**config.mk**
```make
export PLATFORM = sky130hd
export DESIGN_NAME = mult_share_arbiter_flat
export DESIGN_NICKNAME = d
export VERILOG_FILES = /design/src/rtl/mult_share_arbiter_if.sv /design/src/rtl/mult_share_arbiter.sv /design/src/flat_wrapper.sv
export SDC_FILE = /design/constraint.sdc
export NUM_CORES = 1
export LEC_CHECK = 0
export ABC_AREA = 1
export BUFFER_PORTS_ARGS = -buffer_cell sky130_fd_sc_hd__buf_4
export CAP_MARGIN = 5
export CORE_AREA = 2 2 352 354
export CTS_BUF_LIST = sky130_fd_sc_hd__clkbuf_4 sky130_fd_sc_hd__clkbuf_8
export CTS_CLUSTER_DIAMETER = 120
export DETAILED_ROUTE_END_ITERATION = 8
export DIE_AREA = 0 0 354 356
export GPL_ROUTABILITY_DRIVEN = 0
export GPL_TIMING_DRIVEN = 0
export MAX_ROUTING_LAYER = met4
export SYNTH_ARGS = -nofsm -noshare
export SYNTH_HDL_FRONTEND = slang
export SYNTH_SLANG_ARGS = --single-unit
```
**constraint.sdc**
```tcl
create_clock -name clk -period 3.8 [get_ports clk]
set_input_delay 0.76 -clock clk [delete_from_list [all_inputs] [get_ports clk]]
set_output_delay 0.76 -clock clk [all_outputs]
set_load 0.05 [all_outputs]
```
**src/rtl/mult_share_arbiter_if.sv**
```systemverilog
// ---------------------------------------------------------------------------
// mult_share_arbiter_if
// Bundles every handshake/bus signal of the shared-multiplier arbiter.
//   req_valid/req_ready/req_x/req_y : requester side (packed, WIDTH per lane)
//   mul_x/mul_y/mul_prod            : connection to the pipelined multiplier
//   rsp_valid/rsp_id/rsp_prod       : tagged product return (no backpressure)
//   halt_req/halted/inflight        : issue-stop / drain control and status
// Modports:
//   master : the arbiter itself
//   slave  : requesters, multiplier and controller surrounding the arbiter
// ---------------------------------------------------------------------------
interface mult_share_arbiter_if #(
  parameter int WIDTH   = 64,
  parameter int NUM_REQ = 4
);
  localparam int ID_W = $clog2(NUM_REQ);

  logic [NUM_REQ-1:0]       req_valid;
  logic [NUM_REQ-1:0]       req_ready;
  logic [NUM_REQ*WIDTH-1:0] req_x;
  logic [NUM_REQ*WIDTH-1:0] req_y;
  logic [WIDTH-1:0]         mul_x;
  logic [WIDTH-1:0]         mul_y;
  logic [2*WIDTH-1:0]       mul_prod;
  logic                     rsp_valid;
  logic [ID_W-1:0]          rsp_id;
  logic [2*WIDTH-1:0]       rsp_prod;
  logic                     halt_req;
  logic                     halted;
  logic [ID_W+1:0]          inflight;

  modport master (
    input  req_valid, req_x, req_y, mul_prod, halt_req,
    output req_ready, mul_x, mul_y, rsp_valid, rsp_id, rsp_prod, halted, inflight
  );

  modport slave (
    output req_valid, req_x, req_y, mul_prod, halt_req,
    input  req_ready, mul_x, mul_y, rsp_valid, rsp_id, rsp_prod, halted, inflight
  );
endinterface

```
**src/rtl/mult_share_arbiter.sv**
```systemverilog
// ---------------------------------------------------------------------------
// mult_share_arbiter
// Shares one pipelined WIDTH x WIDTH multiplier among NUM_REQ requesters.
// A round-robin arbiter issues at most one operand pair per cycle, and a
// MULT_LAT-deep tag pipe shadows the multiplier so each product comes back
// labelled with the requester that issued it. A halt/drain FSM stops issue
// and reports when the multiplier pipe is empty.
// Ports:
//   clk   : clock, all state on rising edge
//   rst_n : asynchronous active-low reset
//   bus   : mult_share_arbiter_if.master (requests, multiplier, responses,
//           halt control and status; see interface header)
// ---------------------------------------------------------------------------
module mult_share_arbiter #(
  parameter int WIDTH    = 64,
  parameter int NUM_REQ  = 4,
  parameter int MULT_LAT = 2
) (
  input  logic                 clk,
  input  logic                 rst_n,
  mult_share_arbiter_if.master bus
);
  localparam int ID_W  = $clog2(NUM_REQ);
  localparam int CNT_W = ID_W + 2;

  localparam logic [ID_W:0]   NUM_REQ_W = (ID_W+1)'(NUM_REQ);
  localparam logic [ID_W-1:0] LAST_ID   = ID_W'(NUM_REQ - 1);

  typedef enum logic [1:0] {
    ST_RUN    = 2'd0,
    ST_DRAIN  = 2'd1,
    ST_HALTED = 2'd2
  } state_e;

  state_e             state_r;
  state_e             state_nxt_s;
  logic [ID_W-1:0]    rr_ptr_r;
  logic [ID_W-1:0]    rr_ptr_nxt_s;
  logic [MULT_LAT-1:0] tag_v_r;
  logic [ID_W-1:0]    tag_id_r [MULT_LAT];
  logic [CNT_W-1:0]   inflight_r;
  logic [CNT_W-1:0]   inflight_nxt_s;

  logic               issue_en_s;
  logic               found_s;
  logic [ID_W-1:0]    win_s;
  logic               issue_s;
  logic               rsp_v_s;

  // Issue is gated by state only (never by halt_req directly). Also held off
  // while rst_n is low so nothing is accepted during an asynchronous reset.
  assign issue_en_s = (state_r == ST_RUN) && rst_n;
  assign rsp_v_s    = tag_v_r[MULT_LAT-1];

  // Round-robin search: first valid requester scanning upward from rr_ptr.
  always_comb begin
    logic [ID_W:0]   sum;
    logic [ID_W-1:0] idx;
    found_s = 1'b0;
    win_s   = '0;
    sum     = '0;
    idx     = '0;
    for (int k = 0; k < NUM_REQ; k++) begin
      sum = {1'b0, rr_ptr_r} + (ID_W+1)'(k);
      if (sum >= NUM_REQ_W) begin
        idx = ID_W'(sum - NUM_REQ_W);
      end else begin
        idx = ID_W'(sum);
      end
      if (!found_s && bus.req_valid[idx]) begin
        found_s = 1'b1;
        win_s   = idx;
      end else begin
        found_s = found_s;
      end
    end
  end

  // Grant, operand mux toward the multiplier, and round-robin pointer update.
  always_comb begin
    bus.req_ready = '0;
    bus.mul_x     = '0;
    bus.mul_y     = '0;
    issue_s       = 1'b0;
    rr_ptr_nxt_s  = rr_ptr_r;
    if (issue_en_s && found_s) begin
      issue_s                = 1'b1;
      bus.req_ready[win_s]   = 1'b1;
      bus.mul_x              = bus.req_x[int'(win_s)*WIDTH +: WIDTH];
      bus.mul_y              = bus.req_y[int'(win_s)*WIDTH +: WIDTH];
      if (win_s == LAST_ID) begin
        rr_ptr_nxt_s = '0;
      end else begin
        rr_ptr_nxt_s = win_s + ID_W'(1);
      end
    end else begin
      issue_s = 1'b0;
    end
  end

  // In-flight count: issue adds one, a tag leaving the last stage removes one.
  always_comb begin
    inflight_nxt_s = inflight_r;
    case ({issue_s, rsp_v_s})
      2'b10:   inflight_nxt_s = inflight_r + CNT_W'(1);
      2'b01:   inflight_nxt_s = inflight_r - CNT_W'(1);
      default: inflight_nxt_s = inflight_r;
    endcase
  end

  // Halt/drain FSM next state. DRAIN always completes to HALTED, even if
  // halt_req drops meanwhile; HALTED is left only once halt_req is low.
  always_comb begin
    state_nxt_s = state_r;
    case (state_r)
      ST_RUN: begin
        if (bus.halt_req) begin
          state_nxt_s = ST_DRAIN;
        end else begin
          state_nxt_s = ST_RUN;
        end
      end
      ST_DRAIN: begin
        if (inflight_nxt_s == '0) begin
          state_nxt_s = ST_HALTED;
        end else begin
          state_nxt_s = ST_DRAIN;
        end
      end
      ST_HALTED: begin
        if (!bus.halt_req) begin
          state_nxt_s = ST_RUN;
        end else begin
          state_nxt_s = ST_HALTED;
        end
      end
      default: state_nxt_s = ST_RUN;
    endcase
  end

  // FSM state, round-robin pointer and in-flight counter registers.
  always_ff @(posedge clk or negedge rst_n) begin
    if (!rst_n) begin
      state_r    <= ST_RUN;
      rr_ptr_r   <= '0;
      inflight_r <= '0;
    end else begin
      state_r    <= state_nxt_s;
      rr_ptr_r   <= rr_ptr_nxt_s;
      inflight_r <= inflight_nxt_s;
    end
  end

  // Tag shadow pipe: walks {valid, id} alongside the multiplier stages.
  always_ff @(posedge clk or negedge rst_n) begin
    if (!rst_n) begin
      tag_v_r <= '0;
      for (int k = 0; k < MULT_LAT; k++) begin
        tag_id_r[k] <= '0;
      end
    end else begin
      tag_v_r[0]  <= issue_s;
      tag_id_r[0] <= issue_s ? win_s : '0;
      for (int k = 1; k < MULT_LAT; k++) begin
        tag_v_r[k]  <= tag_v_r[k-1];
        tag_id_r[k] <= tag_id_r[k-1];
      end
    end
  end

  // Response and status outputs, all derived from registered state.
  assign bus.rsp_valid = rsp_v_s;
  assign bus.rsp_id    = tag_id_r[MULT_LAT-1];
  assign bus.rsp_prod  = rsp_v_s ? bus.mul_prod : '0;
  assign bus.halted    = (state_r == ST_HALTED);
  assign bus.inflight  = inflight_r;

endmodule

```
**src/flat_wrapper.sv**
```systemverilog
// flat-port wrapper written by rule: the top's interface ports become plain ports
module mult_share_arbiter_flat 
#(
  parameter int WIDTH    = 64,
  parameter int NUM_REQ  = 4,
  parameter int MULT_LAT = 2
)
  (clk, rst_n, bus_req_valid, bus_req_x, bus_req_y, bus_mul_prod, bus_halt_req, bus_req_ready, bus_mul_x, bus_mul_y, bus_rsp_valid, bus_rsp_id, bus_rsp_prod, bus_halted, bus_inflight);
  mult_share_arbiter_if #(.WIDTH(WIDTH), .NUM_REQ(NUM_REQ)) bus_i ();
  input  logic clk;
  input  logic rst_n;
  input wire logic [$bits(bus_i.req_valid)-1:0] bus_req_valid;
  input wire logic [$bits(bus_i.req_x)-1:0] bus_req_x;
  input wire logic [$bits(bus_i.req_y)-1:0] bus_req_y;
  input wire logic [$bits(bus_i.mul_prod)-1:0] bus_mul_prod;
  input wire logic [$bits(bus_i.halt_req)-1:0] bus_halt_req;
  output wire logic [$bits(bus_i.req_ready)-1:0] bus_req_ready;
  output wire logic [$bits(bus_i.mul_x)-1:0] bus_mul_x;
  output wire logic [$bits(bus_i.mul_y)-1:0] bus_mul_y;
  output wire logic [$bits(bus_i.rsp_valid)-1:0] bus_rsp_valid;
  output wire logic [$bits(bus_i.rsp_id)-1:0] bus_rsp_id;
  output wire logic [$bits(bus_i.rsp_prod)-1:0] bus_rsp_prod;
  output wire logic [$bits(bus_i.halted)-1:0] bus_halted;
  output wire logic [$bits(bus_i.inflight)-1:0] bus_inflight;
  assign bus_i.req_valid = bus_req_valid;
  assign bus_i.req_x = bus_req_x;
  assign bus_i.req_y = bus_req_y;
  assign bus_i.mul_prod = bus_mul_prod;
  assign bus_i.halt_req = bus_halt_req;
  assign bus_req_ready = bus_i.req_ready;
  assign bus_mul_x = bus_i.mul_x;
  assign bus_mul_y = bus_i.mul_y;
  assign bus_rsp_valid = bus_i.rsp_valid;
  assign bus_rsp_id = bus_i.rsp_id;
  assign bus_rsp_prod = bus_i.rsp_prod;
  assign bus_halted = bus_i.halted;
  assign bus_inflight = bus_i.inflight;
  mult_share_arbiter #(.WIDTH(WIDTH), .NUM_REQ(NUM_REQ), .MULT_LAT(MULT_LAT)) u_core (.clk(clk), .rst_n(rst_n), .bus(bus_i));
endmodule
```
==> impl_summary.log <==
INFO  metric power.total = 21.9 mW
INFO  metric cp_num_buf_inv = 4
INFO  metric port_buffers = 914
INFO  metric internal_power = 6.38 mW
INFO  metric place.detailed.instances = 4,365
INFO  metric placementRows = 129
INFO  metric power.share.combinational = 98.0%
INFO  metric floorplan.core_area = 0.123 mm²
INFO  metric r2r_end = u_core.state_r[1]$_DFF_PN0_
INFO  metric type_of_destination_of_the_critical_path = primary output
INFO  metric starting_density = 7.00%
INFO  metric ys_seq_area_share = 4.08%
INFO  metric critPathSlowestCell = sky130_fd_sc_hd__clkbuf_4
INFO  metric leakage = 11.1 nW
INFO  metric syn_inst = 1,814
INFO  metric post-route-min-period = 3.78 ns
INFO  metric fin_skew = 0.00785 ns
INFO  metric netlist.top_cell.by_area = sky130_fd_sc_hd__inv_1
INFO  metric power_switching = 15.5 mW
INFO  metric design.die.area = 0.126 mm²
INFO  metric design.final.nets = 3,392
INFO  metric ioPinCount = 915
INFO  metric maxSlewViolCount = 0
INFO  metric drt.antenna.violating_nets = 0
INFO  metric synth_most_common_cell = sky130_fd_sc_hd__inv_1
INFO  metric p_sw_share = 70.8%
INFO  metric crit_required = 3.04 ns
INFO  metric unrepaired_setup_endpoints_after_global_routing = yes
INFO  metric postSynth.topFlopCell = sky130_fd_sc_hd__dfrtp_1
INFO  metric status = completed
INFO  metric timing.slew.headroom = 49.0%
INFO  metric chipWidth = 354 µm
INFO  metric synth.top_cell.area_share = 23.0%
INFO  metric final_cell_count_no_fill = 4,412
INFO  metric cts_hold_buf = 0
INFO  metric final-setup-viol-count = 0
INFO  metric cp_data_arrival_time = 3.02 ns
INFO  metric ff_to_ff_path_depth = 21
INFO  metric firstDrtPassIters = 6
INFO  metric part_of_the_total_power_dissipated_in_sequential_elements = 1.3%
INFO  metric max_slew.worst_pin.slew = 0.765 ns
INFO  metric crit_top_cell = sky130_fd_sc_hd__nand2_1
INFO  metric die_height = 356 µm
INFO  metric initialDrtViolationCount = 1,367
INFO  metric pwr_density_cell = 1160 mW/mm²
INFO  metric post_synth_main_area_contributors = sky130_fd_sc_hd__inv_1 23%, sky130_fd_sc_hd__nand3_1 23%, sky130_fd_sc_hd__nand2_1 19%, sky130_fd_sc_hd__nand3b_1 11%, sky130_fd_sc_hd__a21oi_1 7.6%
INFO  metric worst_setup_hold_path_clk_slew = 0.07 ns
INFO  metric grtUsageTotal = 16.9%
INFO  metric min_period_over_period = 99.4%
INFO  metric synth-edff-count = 0
INFO  metric synth.net_count = 2,468
INFO  metric numClockSinks = 14
INFO  metric worstSkewPairLatency = 0.26 ns
INFO  metric synthToLayoutAreaGrowth = 119%
INFO  metric max_cap_viol_count = 0
INFO  metric synth.top_cells.by_count = 527 x sky130_fd_sc_hd__inv_1, 432 x sky130_fd_sc_hd__nand2_1, 391 x sky130_fd_sc_hd__nand3_1
INFO  metric number_of_antenna_violations_at_the_first_check_in_global_routing = 66
INFO  metric grt_first_pass_wirelength = 138 mm
INFO  metric critical_path.max_fanout = 11
INFO  metric syn_avg_cell_area = 4.74 µm²
INFO  metric first_global_vias = 14.9k
INFO  metric htree_num_levels = 1
INFO  metric drive_above_1_share = 42.1%
INFO  metric finalInstanceArea = 0.0188 mm²
INFO  metric synth.ff_latch_count = 14
INFO  metric drt-total-wl = 111 mm
INFO  metric cp_slowest_stage_delay = 0.32 ns
INFO  metric warnings_from_yosys = 0
INFO  metric tritoncts = built
INFO  metric crit_type = input pin to primary output
INFO  metric cp_cell_sequence = buf_4, nand2_1, nand2_1, nand2_1, nand2_1, nor2_4, nand3_2, nand2_4, buf_6, clkbuf_4, nand3b_1, nand3_1, a21oi_1, buf_4
INFO  metric clock.fmax = 265 MHz
INFO  metric netlist-cell-type-count = 25
INFO  metric via_per_inst = 3.63
INFO  metric share_clk_of_total_power = 0.7%
INFO  metric route.vias.total = 16.0k
INFO  metric finalCoreUtilization = 15.3%
INFO  metric async_reset_ff_share = 100%
INFO  metric synthesis.area = 0.00859 mm²
INFO  metric regToRegStartpoint = u_core.rr_ptr_r[1]$_DFFE_PN0P_
INFO  metric largest_net_degree_at_the_start_of_global_routing = 16
INFO  metric min_path_type = input pin to asynchronous set/reset pin
INFO  metric fillerInstances = 14.5k
INFO  metric grt_overflow_total = 0
INFO  metric hpwlAfterDp = 99.9 mm
INFO  metric detailed_place.area = 0.0175 mm²
INFO  metric ctsLongestPathBuffers = 2
INFO  metric rrSetupSlack = 0.62 ns
INFO  metric cts_inserted_buffers = 3
INFO  metric critical_path.startpoint_type = input pin
INFO  metric clock-root-buffer = sky130_fd_sc_hd__clkbuf_8
INFO  metric avgRoutedWirePerCell = 25.2 µm
INFO  metric timing.final.hold_violations = 0
INFO  metric drcViolationCount = 0
INFO  metric worst_voltage_drop_across_the_vdd_grid = 0.549 mV
INFO  metric crit_family = simple AND/OR/NAND/NOR gates
==> worst max path at each step <==
stage / from / endpoint / slack (ns) / depth (start not counted)
6_report: bus_req_valid[1] / bus_mul_y[5] / 0.02 / 14
5_1_grt: bus_req_valid[1] / bus_mul_y[5] / -0.07 / 14
3_5_place_dp: bus_req_valid[3] / bus_mul_x[28] / -1.18 / 13
4_1_cts: bus_req_valid[2] / bus_mul_x[28] / -0.02 / 13
3_3_place_gp: bus_req_valid[2] / bus_mul_x[28] / -1.17 / 13
2_1_floorplan: bus_req_valid[3] / bus_mul_y[45] / 0.38 / 13
==> cell families after synthesis <==
| logic type | Yosys count | share of synthesized area, % |
|---|---|---|
| and+or+nand+nor | 982 | 54.9 |
| buffers and inverters | 674 | 31.9 |
| AOI/OAI and AO/OA | 134 | 7.81 |
| DFF | 14 | 4.08 |
| adders and majority gates | 7 | 1.02 |
| xor gates and xnor gates | 3 | 0.306 |
==> metal layers <==
| layer | vias up | track usage [%] | routed length, µm |
|---|---|---|---|
| li1 | 7353 | - | - |
| met1 | 7400 | 19.5 | 43900 |
| met2 | 1062 | 26.2 | 49200 |
| met3 | 201 | 6.14 | 11900 |
| met4 | 0 | 7.03 | 6280 |
| met5 | - | - | 0 |
==> layout make-up <==
class / count / area [µm²] / area share (%)
timing repair buffer: 921 / 7160 / 38.1
multi-input combinational: 1126 / 6110 / 32.5
tap: 1637 / 2050 / 10.9
inverter: 530 / 1990 / 10.6
buffer: 142 / 978 / 5.21
sequential: 14 / 350 / 1.86
antenna: 38 / 95.1 / 0.506
clock buffer: 4 / 55.1 / 0.293
==> power by group through the flow <==
stage | Combinational [mW] | Sequential, mW | Clock (mW)
after global routing | 22.8 | 0.287 | 0.159
final | 21.4 | 0.281 | 0.152
after floorplan | 10.9 | 0.349 | 0
after CTS | 20.4 | 0.277 | 0.151
after global placement | 19.4 | 0.274 | 0
after detailed placement | 19.5 | 0.279 | 0
==> repair_timing <==
action                                  4_1_cts  5_1_grt
endpoints found under the setup margin      130      123
buffers inserted                              0        6
gates resized for setup                     122      168
pin swaps                                     0       17
cloned                                        0        1
==> cell usage in the layout (no fill, tap or decap), types with 12 or more instances in the layout <==
master	Yosys	routed
sky130_fd_sc_hd__buf_6	14	62
sky130_fd_sc_hd__inv_1	527	526
sky130_fd_sc_hd__nand3_4	0	14
sky130_fd_sc_hd__diode_2	0	38
sky130_fd_sc_hd__nand3_2	3	31
sky130_fd_sc_hd__clkbuf_1	53	27
sky130_fd_sc_hd__nand2_1	432	421
sky130_fd_sc_hd__nand3_1	391	349
sky130_fd_sc_hd__nand2_2	6	12
sky130_fd_sc_hd__a21oi_2	0	41
sky130_fd_sc_hd__buf_4	6	885
sky130_fd_sc_hd__a21oi_1	130	82
sky130_fd_sc_hd__clkbuf_2	0	21
sky130_fd_sc_hd__buf_2	65	38
sky130_fd_sc_hd__dfrtp_1	14	14
sky130_fd_sc_hd__nand3b_1	129	129
sky130_fd_sc_hd__nor2_1	15	15
==> flip-flops by register name, indices dropped and copies added, names as in the netlist <==
name                 cells
u_core.tag_id_r          2
u_core.rr_ptr_r          2
u_core.tag_v_r           2
u_core.bus.inflight      4
u_core.state_r           2
u_core.bus.rsp_id        2
==> worst register-to-register path: stages (launching register included) <==
cell and delay (ns):
sky130_fd_sc_hd__dfrtp_1 0.47, sky130_fd_sc_hd__inv_2 0.10, sky130_fd_sc_hd__nand2_1 0.09, sky130_fd_sc_hd__nand2_2 0.09, sky130_fd_sc_hd__nand2_1 0.09, sky130_fd_sc_hd__nand2_1 0.09, sky130_fd_sc_hd__nor2_4 0.16, sky130_fd_sc_hd__nand3b_1 0.11
sky130_fd_sc_hd__nand3_1 0.12, sky130_fd_sc_hd__clkbuf_2 0.33, sky130_fd_sc_hd__ha_1 0.28, sky130_fd_sc_hd__nand2_1 0.07, sky130_fd_sc_hd__inv_1 0.07, sky130_fd_sc_hd__nor2_1 0.06, sky130_fd_sc_hd__ha_1 0.18, sky130_fd_sc_hd__a21oi_1 0.14
sky130_fd_sc_hd__xor2_1 0.09, sky130_fd_sc_hd__nand2_1 0.07, sky130_fd_sc_hd__nand2_1 0.07, sky130_fd_sc_hd__nor3_1 0.13, sky130_fd_sc_hd__nand3_1 0.12, sky130_fd_sc_hd__o21ai_0 0.18
==> metrics by stage <==
| stage | setup slack [ns] | hold WS (ns) | TNS, ns |
|---|---|---|---|
| floorplan | 0.382 | 0.331 | 0 |
| global placement | -1.17 | 0.332 | -38.41 |
| detailed placement | -1.18 | 0.336 | -41.53 |
| CTS | -0.0185 | 0.350 | -0.0425 |
| global route | -0.0651 | 0.357 | -0.224 |
| finish | 0.0216 | 0.351 | 0 |
Note: power is estimated with default switching activity, not from simulation.
